**config.mk**
```make
export PLATFORM = sky130hd
export DESIGN_NAME = corner_stream_out
export DESIGN_NICKNAME = d
export VERILOG_FILES = /design/src/rtl/hcd_pkg.sv /design/src/rtl/corner_stream_out_result_fifo.sv /design/src/rtl/corner_stream_out.sv
export SDC_FILE = /design/constraint.sdc
export NUM_CORES = 2
export LEC_CHECK = 0
export BUFFER_PORTS_ARGS = -buffer_cell sky130_fd_sc_hd__clkbuf_2
export CORE_ASPECT_RATIO = 0.9
export CORE_UTILIZATION = 40
export CTS_BUF_LIST = sky130_fd_sc_hd__clkbuf_8
export CTS_CLUSTER_DIAMETER = 120
export DETAILED_ROUTE_END_ITERATION = 8
export PLACE_DENSITY = 0.59
export SLEW_MARGIN = 20
export SYNTH_ARGS = -nofsm -noshare
export SYNTH_HDL_FRONTEND = slang
export SYNTH_SLANG_ARGS = --single-unit
export TNS_END_PERCENT = 20
```
**constraint.sdc**
```tcl
create_clock -name clk -period 7 [get_ports clk]
set_clock_uncertainty 0.05 [all_clocks]
set_input_delay 0.7 -clock clk [delete_from_list [all_inputs] [get_ports clk]]
set_output_delay 0.7 -clock clk [all_outputs]
set_load 0.02 [all_outputs]
```
**src/rtl/hcd_pkg.sv**
```systemverilog
// Constants and FSM encoding shared by the window-pipeline blocks
// (line-buffer/window control and the corner output stage).
package hcd_pkg;

  localparam int IMG_WIDTH  = 480;
  localparam int IMG_HEIGHT = 360;
  localparam int WIN_SIZE   = 6;
  localparam int TOP_PAD    = 2;
  localparam int BOT_PAD    = WIN_SIZE - 1 - TOP_PAD;
  localparam int FIFO_DEPTH = 512;

  localparam logic [1:0] ST_IDLE    = 2'd0;
  localparam logic [1:0] ST_PAD_TOP = 2'd1;
  localparam logic [1:0] ST_STREAM  = 2'd2;
  localparam logic [1:0] ST_PAD_BOT = 2'd3;

endpackage

```
**src/rtl/corner_stream_out_result_fifo.sv**
```systemverilog
// Synchronous show-ahead FIFO: RAM array plus one prefetch register, so o_dout
// is valid whenever o_empty is low and a pop simply consumes it.
module result_fifo #(
  parameter int DATA_W = 8,
  parameter int DEPTH  = 512
) (
  input  logic              clk,
  input  logic              reset,
  input  logic              i_push,
  input  logic [DATA_W-1:0] i_din,
  input  logic              i_pop,
  output logic              o_full,
  output logic              o_empty,
  output logic [DATA_W-1:0] o_dout
);

  localparam int AW = $clog2(DEPTH);
  localparam int CW = AW + 1;

  logic [DATA_W-1:0] r_mem [DEPTH];
  logic [AW-1:0]     r_wrPtr;
  logic [AW-1:0]     r_rdPtr;
  logic [CW-1:0]     r_count;
  logic              r_doutValid;
  logic [DATA_W-1:0] r_dout;

  logic              w_push;
  logic              w_pop;
  logic              w_load;
  logic [CW-1:0]     w_memCount;

  // r_count covers both the RAM and the prefetch register, so full means DEPTH entries total.
  assign o_full     = (r_count == CW'(DEPTH));
  assign o_empty    = ~r_doutValid;
  assign o_dout     = r_dout;
  assign w_push     = i_push & ~o_full;
  assign w_pop      = i_pop & r_doutValid;
  assign w_memCount = r_count - {{AW{1'b0}}, r_doutValid};
  assign w_load     = (~r_doutValid | w_pop) & (w_memCount != '0);

  always_ff @(posedge clk) begin
    if (w_push) r_mem[r_wrPtr] <= i_din;
    if (w_load) r_dout <= r_mem[r_rdPtr];
  end

  always_ff @(posedge clk or negedge reset) begin
    if (!reset) begin
      r_wrPtr     <= '0;
      r_rdPtr     <= '0;
      r_count     <= '0;
      r_doutValid <= 1'b0;
    end else begin
      if (w_push) r_wrPtr <= r_wrPtr + 1'b1;
      if (w_load) r_rdPtr <= r_rdPtr + 1'b1;
      case ({w_push, w_pop})
        2'b10:   r_count <= r_count + 1'b1;
        2'b01:   r_count <= r_count - 1'b1;
        default: r_count <= r_count;
      endcase
      if (w_load)     r_doutValid <= 1'b1;
      else if (w_pop) r_doutValid <= 1'b0;
    end
  end

endmodule

```
**src/rtl/corner_stream_out.sv**
```systemverilog
// Re-emits per-pixel corner results as a full raster frame with zero border rows,
// start-of-frame / end-of-line flags and a valid/ready output handshake.
module corner_stream_out #(
  parameter int IMG_WIDTH  = hcd_pkg::IMG_WIDTH,
  parameter int IMG_HEIGHT = hcd_pkg::IMG_HEIGHT,
  parameter int TOP_PAD    = hcd_pkg::TOP_PAD,
  parameter int BOT_PAD    = hcd_pkg::BOT_PAD,
  parameter int FIFO_DEPTH = hcd_pkg::FIFO_DEPTH
) (
  input  logic       clk,
  input  logic       reset,
  input  logic [7:0] in_data,
  input  logic       in_valid,
  output logic       in_ready,
  output logic [7:0] out_data,
  output logic       out_valid,
  input  logic       out_ready,
  output logic       out_sof,
  output logic       out_eol,
  output logic       frame_done,
  output logic       overflow
);

  import hcd_pkg::*;

  localparam int COL_W      = (IMG_WIDTH > 1) ? $clog2(IMG_WIDTH) : 1;
  localparam int ROW_W      = (IMG_HEIGHT > 1) ? $clog2(IMG_HEIGHT) : 1;
  localparam int STREAM_END = IMG_HEIGHT - BOT_PAD;
  localparam logic [COL_W-1:0] LAST_COL = COL_W'(IMG_WIDTH - 1);
  localparam logic [ROW_W-1:0] LAST_ROW = ROW_W'(IMG_HEIGHT - 1);

  logic [1:0]       r_state;
  logic [COL_W-1:0] r_col;
  logic [ROW_W-1:0] r_row;
  logic             r_outValid;
  logic [7:0]       r_outData;
  logic             r_outSof;
  logic             r_outEol;
  logic             r_frameDone;
  logic             r_overflow;

  logic             w_fifoFull;
  logic             w_fifoEmpty;
  logic [7:0]       w_fifoDout;
  logic             w_push;
  logic             w_pop;
  logic             w_accept;
  logic             w_lastCol;
  logic             w_lastRow;
  logic             w_frameEnd;
  logic [COL_W-1:0] w_nextCol;
  logic [ROW_W-1:0] w_nextRow;
  logic [1:0]       w_region;
  logic             w_stream;
  logic             w_load;
  logic [1:0]       w_stateNext;

  result_fifo #(
    .DATA_W (8),
    .DEPTH  (FIFO_DEPTH)
  ) u_fifo (
    .clk     (clk),
    .reset   (reset),
    .i_push  (in_valid),
    .i_din   (in_data),
    .i_pop   (w_pop),
    .o_full  (w_fifoFull),
    .o_empty (w_fifoEmpty),
    .o_dout  (w_fifoDout)
  );

  assign w_push = in_valid & ~w_fifoFull;

  // Row/col point at the pixel held in the output register, or at the next one
  // to emit when the register is empty; w_next* is therefore the pixel to load now.
  always_comb begin
    w_accept   = r_outValid & out_ready;
    w_lastCol  = (r_col == LAST_COL);
    w_lastRow  = (r_row == LAST_ROW);
    w_frameEnd = w_accept & w_lastCol & w_lastRow;
    w_nextCol  = r_col;
    w_nextRow  = r_row;
    if (w_accept) begin
      if (w_lastCol) begin
        w_nextCol = '0;
        w_nextRow = w_lastRow ? '0 : r_row + 1'b1;
      end else begin
        w_nextCol = r_col + 1'b1;
      end
    end

    if (int'(w_nextRow) < TOP_PAD)          w_region = ST_PAD_TOP;
    else if (int'(w_nextRow) >= STREAM_END) w_region = ST_PAD_BOT;
    else                                    w_region = ST_STREAM;
    w_stream = (w_region == ST_STREAM);

    w_load = (~r_outValid | out_ready) & (r_state != ST_IDLE) & ~w_frameEnd
           & (~w_stream | ~w_fifoEmpty);
    w_pop  = w_load & w_stream;

    // Results stored during the previous frame's bottom pad also start the next frame.
    w_stateNext = r_state;
    if (r_state == ST_IDLE) begin
      if (w_push | ~w_fifoEmpty) w_stateNext = (TOP_PAD > 0) ? ST_PAD_TOP : ST_STREAM;
    end else begin
      w_stateNext = w_frameEnd ? ST_IDLE : w_region;
    end
  end

  always_ff @(posedge clk or negedge reset) begin
    if (!reset) begin
      r_state     <= ST_IDLE;
      r_col       <= '0;
      r_row       <= '0;
      r_outValid  <= 1'b0;
      r_outData   <= '0;
      r_outSof    <= 1'b0;
      r_outEol    <= 1'b0;
      r_frameDone <= 1'b0;
      r_overflow  <= 1'b0;
    end else begin
      r_state     <= w_stateNext;
      r_col       <= w_nextCol;
      r_row       <= w_nextRow;
      r_frameDone <= w_frameEnd;
      r_overflow  <= r_overflow | (in_valid & w_fifoFull);
      if (w_load) begin
        r_outValid <= 1'b1;
        r_outData  <= w_stream ? w_fifoDout : 8'h00;
        r_outSof   <= (w_nextRow == '0) && (w_nextCol == '0);
        r_outEol   <= (w_nextCol == LAST_COL);
      end else if (w_accept) begin
        r_outValid <= 1'b0;
        r_outData  <= '0;
        r_outSof   <= 1'b0;
        r_outEol   <= 1'b0;
      end
    end
  end

  assign in_ready   = ~w_fifoFull;
  assign out_data   = r_outData;
  assign out_valid  = r_outValid;
  assign out_sof    = r_outSof;
  assign out_eol    = r_outEol;
  assign frame_done = r_frameDone;
  assign overflow   = r_overflow;

endmodule

```
==> out/results.txt <==
RSZ-0062 raised after global routing -> false
Count of cell types in the netlist -> 76
Num ports -> 26
Clock root cell -> clkbuf_8
DRC -> 0
Mapped Area -> 161000 sq um
Worst-margin pin slew -> 1.239 ns
Outcome -> complete, no violations
Rel. slew slack -> 0.1724
Warnings, synthesis -> 0
Max-slew violation count -> 0
Final Wtd Congestion -> 0.8205
CP Max Fanout -> 19
Vias in the first global route -> 80850
Net Switching -> 14.23 mW
EDFF count, synth -> 4104
Initial antenna violation count -> 17
Placement Cell Area -> 168100 sq um
Logic pwr share -> 0.140
Mean Syn Cell Area -> 21.66 sq um
Flop pwr share -> 0.509
Wire length per cell -> 30.57 um
Clk_lat worst skew -> 1.22 ns
CP required -> 8.00 ns
CTS sink cnt -> 4166
Endpoints failing setup -> 0
Port-buffer cells -> 25
Core ar. -> 400000 sq um
Crit path to -> u_fifo.r_count[8]
F_max -> 180.6 MHz
MaxCap Viol Count -> 0
Seq/Total Area, Yosys -> 0.7749
Final Hold Violating Endpoints -> 0
Path type of the worst setup path -> flip-flop to flip-flop
Die width -> 670.8 um
Antenna viol nets, final -> 0
Synth area leaders -> edfxtp_1 (77%), mux4_2 (15%), nor2_1 (1.3%)
Switch share -> 0.2607
Max Root-Sink Buffers -> 4
Post-synthesis cell count -> 7435
Synth Register Bits -> 4166
Setup TNS -> 0 ns
Die Y -> 603.9 um
Placed Cells -> 12520
Post-CTS Hold Fix Bufs -> 10
Die area -> 405100 sq um
Power per standard cell area -> 303.0 nW/um^2
Leak -> 56.09 nW
Drt total wl -> 419400 um
Cts bufs inserted -> 662
Largest area contributor in the netlist -> edfxtp_1
DRT iter0 DRCs -> 9641
Post-Syn Nets -> 7465
Worst Setup Start Kind -> flip-flop
Worst r2r path cells -> 19
Vias per cell -> 5.788
Reg2reg start -> r_col[0]
FF-to-FF setup slack -> 1.46 ns
Final Core Density -> 0.4504
CTS tree -> yes
Placement Rows -> 220
Reg-to-Reg End -> u_fifo.r_count[8]
Peak VDD IR -> 0.2065 mV
# nets final -> 7894
Gr ovfl total -> 0
Post-route minimum period -> 5.536 ns
Reg clk slew, reported paths -> 0.06 ns
DP Worst Slack -> 1.312 ns
Worst Path Arrival -> 6.53 ns
Share of layout cells above drive strength 1 -> 0.2564
Hpwl dp -> 246100 um
Initial Util -> 0.4026
Worst Setup End Kind -> flip-flop
Final cycle utilization of the critical path -> 0.7909
First-pass GRT wire length -> 598100 um
Post-synth top flop -> edfxtp_1
Critical Path Start -> r_col[0]
Final instance area -> 180100 sq um
Layout Cells excl Fill -> 13720
Post-cts sizing count -> 0
Final worst slack -> 1.464 ns
Via count -> 79410
Worst min path class -> primary input to asynchronous set/reset pin
Pint -> 40.35 mW
H-tree lvl count -> 6
Maximum number of pins on one net before global-route repair -> 205
1st-pass router iterations -> 6
FFs w/ async S/R, synth -> 0.01488
Layout area overhead -> 11.87%
Yosys top cell area share -> 0.7653
GR Util All Layers -> 0.2033
Setup repair bufs after CTS -> 0
Clock share of power -> 0.351
[final cells by class]
cell class	count	area (sq um)
diodes	7	17.52
clock inverters	513	2713
flip-flops and latches	4166	124800
fillers	33370	219800
well taps	5328	6666
inverters	21	88.84
multi-input cells	2783	34300
repair buffers	230	2317
clock buffers	671	9235
[state kept, by name (all words and copies together) (netlist names), 2 cells and up]
signal and flops:
u_fifo.r_count 10, out_data 8, u_fifo.r_mem 4096, r_col 9
u_fifo.o_dout 8, r_state 2, u_fifo.r_rdPtr 9, r_row 9
u_fifo.r_wrPtr 9
[power groups by stage]
stage	Clock (mW)	Combinational [mW]	Sequential, mW
finish	19.2	7.66	27.8
global route	20.5	8.06	27.8
CTS	19.5	7.74	27.8
detailed placement	0	7.72	28.3
global placement	0	7.65	28.3
floorplan	0	5.01	28.2
[worst min-delay path by stage]
stage	to	cells past startpoint	slack, ns	startpoint
after floorplan	frame_done	0	0.35	reset
after global placement	overflow	1	0.41	overflow
after detailed placement	overflow	1	0.42	overflow
after CTS	r_col[7]	2	0.001	reset
after global routing	u_fifo.r_mem[139][2]	1	0.09	in_data[2]
final	out_data[3]	2	0.10	reset
[per-stage QoR]
stage / power [mW] / hold slack [ns]
global placement: 35.91 / 0.4070
CTS: 55.01 / 0.001114
global route: 56.36 / 0.09017
detailed placement: 35.99 / 0.4234
finish: 54.58 / 0.1003
floorplan: 33.18 / 0.3544
[kinds of logic after synthesis]
family,count (synthesis),share of synthesized area
mux,1177,0.1565
flops,4166,0.7749
fa+ha+maj,18,0.001445
compound gates,615,0.02728
buf+inv,486,0.01341
xor+xnor,35,0.001904
simple gates,938,0.02450
[placed cells by master, fill, tap and decap left out, types with 56 or more instances in the layout]
| cell | netlist | final |
|---|---|---|
| nand2_1 | 184 | 165 |
| a22o_1 | 68 | 68 |
| mux4_2 | 1072 | 1072 |
| dfrtp_1 | 62 | 56 |
| inv_1 | 17 | 244 |
| clkbuf_8 | 0 | 671 |
| a221oi_1 | 68 | 68 |
| o21ai_0 | 59 | 59 |
| a21oi_1 | 103 | 103 |
| nor2_1 | 573 | 569 |
| buf_4 | 40 | 153 |
| edfxtp_1 | 4104 | 4104 |
| mux2i_1 | 95 | 95 |
| clkinv_1 | 2 | 165 |
| a22oi_1 | 157 | 157 |
[layer usage]
| layer | vias up | part of all wire | global-route usage |
|---|---|---|---|
| met5 | - | 0.000074 | 0 |
| met4 | 4 | 0.026 | 0.05538 |
| met3 | 610 | 0.091 | 0.04464 |
| met2 | 3709 | 0.46 | 0.3129 |
| met1 | 42890 | 0.42 | 0.2941 |
| li1 | 32200 | - | - |
[cells in the mapped netlist, types with 5 or more instances]
master       n
nor3b_1      6
clkbuf_1   277
dfrtp_1     62
buf_1       30
buf_4       40
nand4_1     15
a21oi_1    103
a221o_1      7
nand2_1    184
a22o_1      68
edfxtp_1  4104
nor2b_1     11
ha_1        17
buf_6        6
nor3_1      43
mux4_2    1072
a41oi_1      5
mux2_2       9
nor2_1     573
a211oi_1     8
o21ai_0     59
o31ai_1      5
xnor2_1     25
a311oi_1     7
xor2_1      10
inv_1       17
nand2b_1    19
o22ai_1     38
and3_1      16
a221oi_1    68
mux2i_1     95
a31oi_1     22
a22oi_1    157
o211ai_1    26
and2_1      10
nor4_1       5
buf_2      112
nand3_1     37
[worst max-delay path, stage by stage (launching register included)]
cell and delay (ns):
dfrtp_1 0.41, ha_1 0.29, and4_4 0.29, and3_1 0.59, o211ai_1 0.23, and2_1 0.25, a31oi_1 0.22, o22ai_2 0.16
nor3_2 0.55, ha_1 0.50, ha_1 0.34, nor2b_1 0.15, o21ai_0 0.23, a21boi_0 0.16, o21ai_0 0.17, nand2b_1 0.11
a21o_1 0.18, a21oi_1 0.19, xor2_1 0.20, o21ai_0 0.10
(Power assumes the default switching activity.)
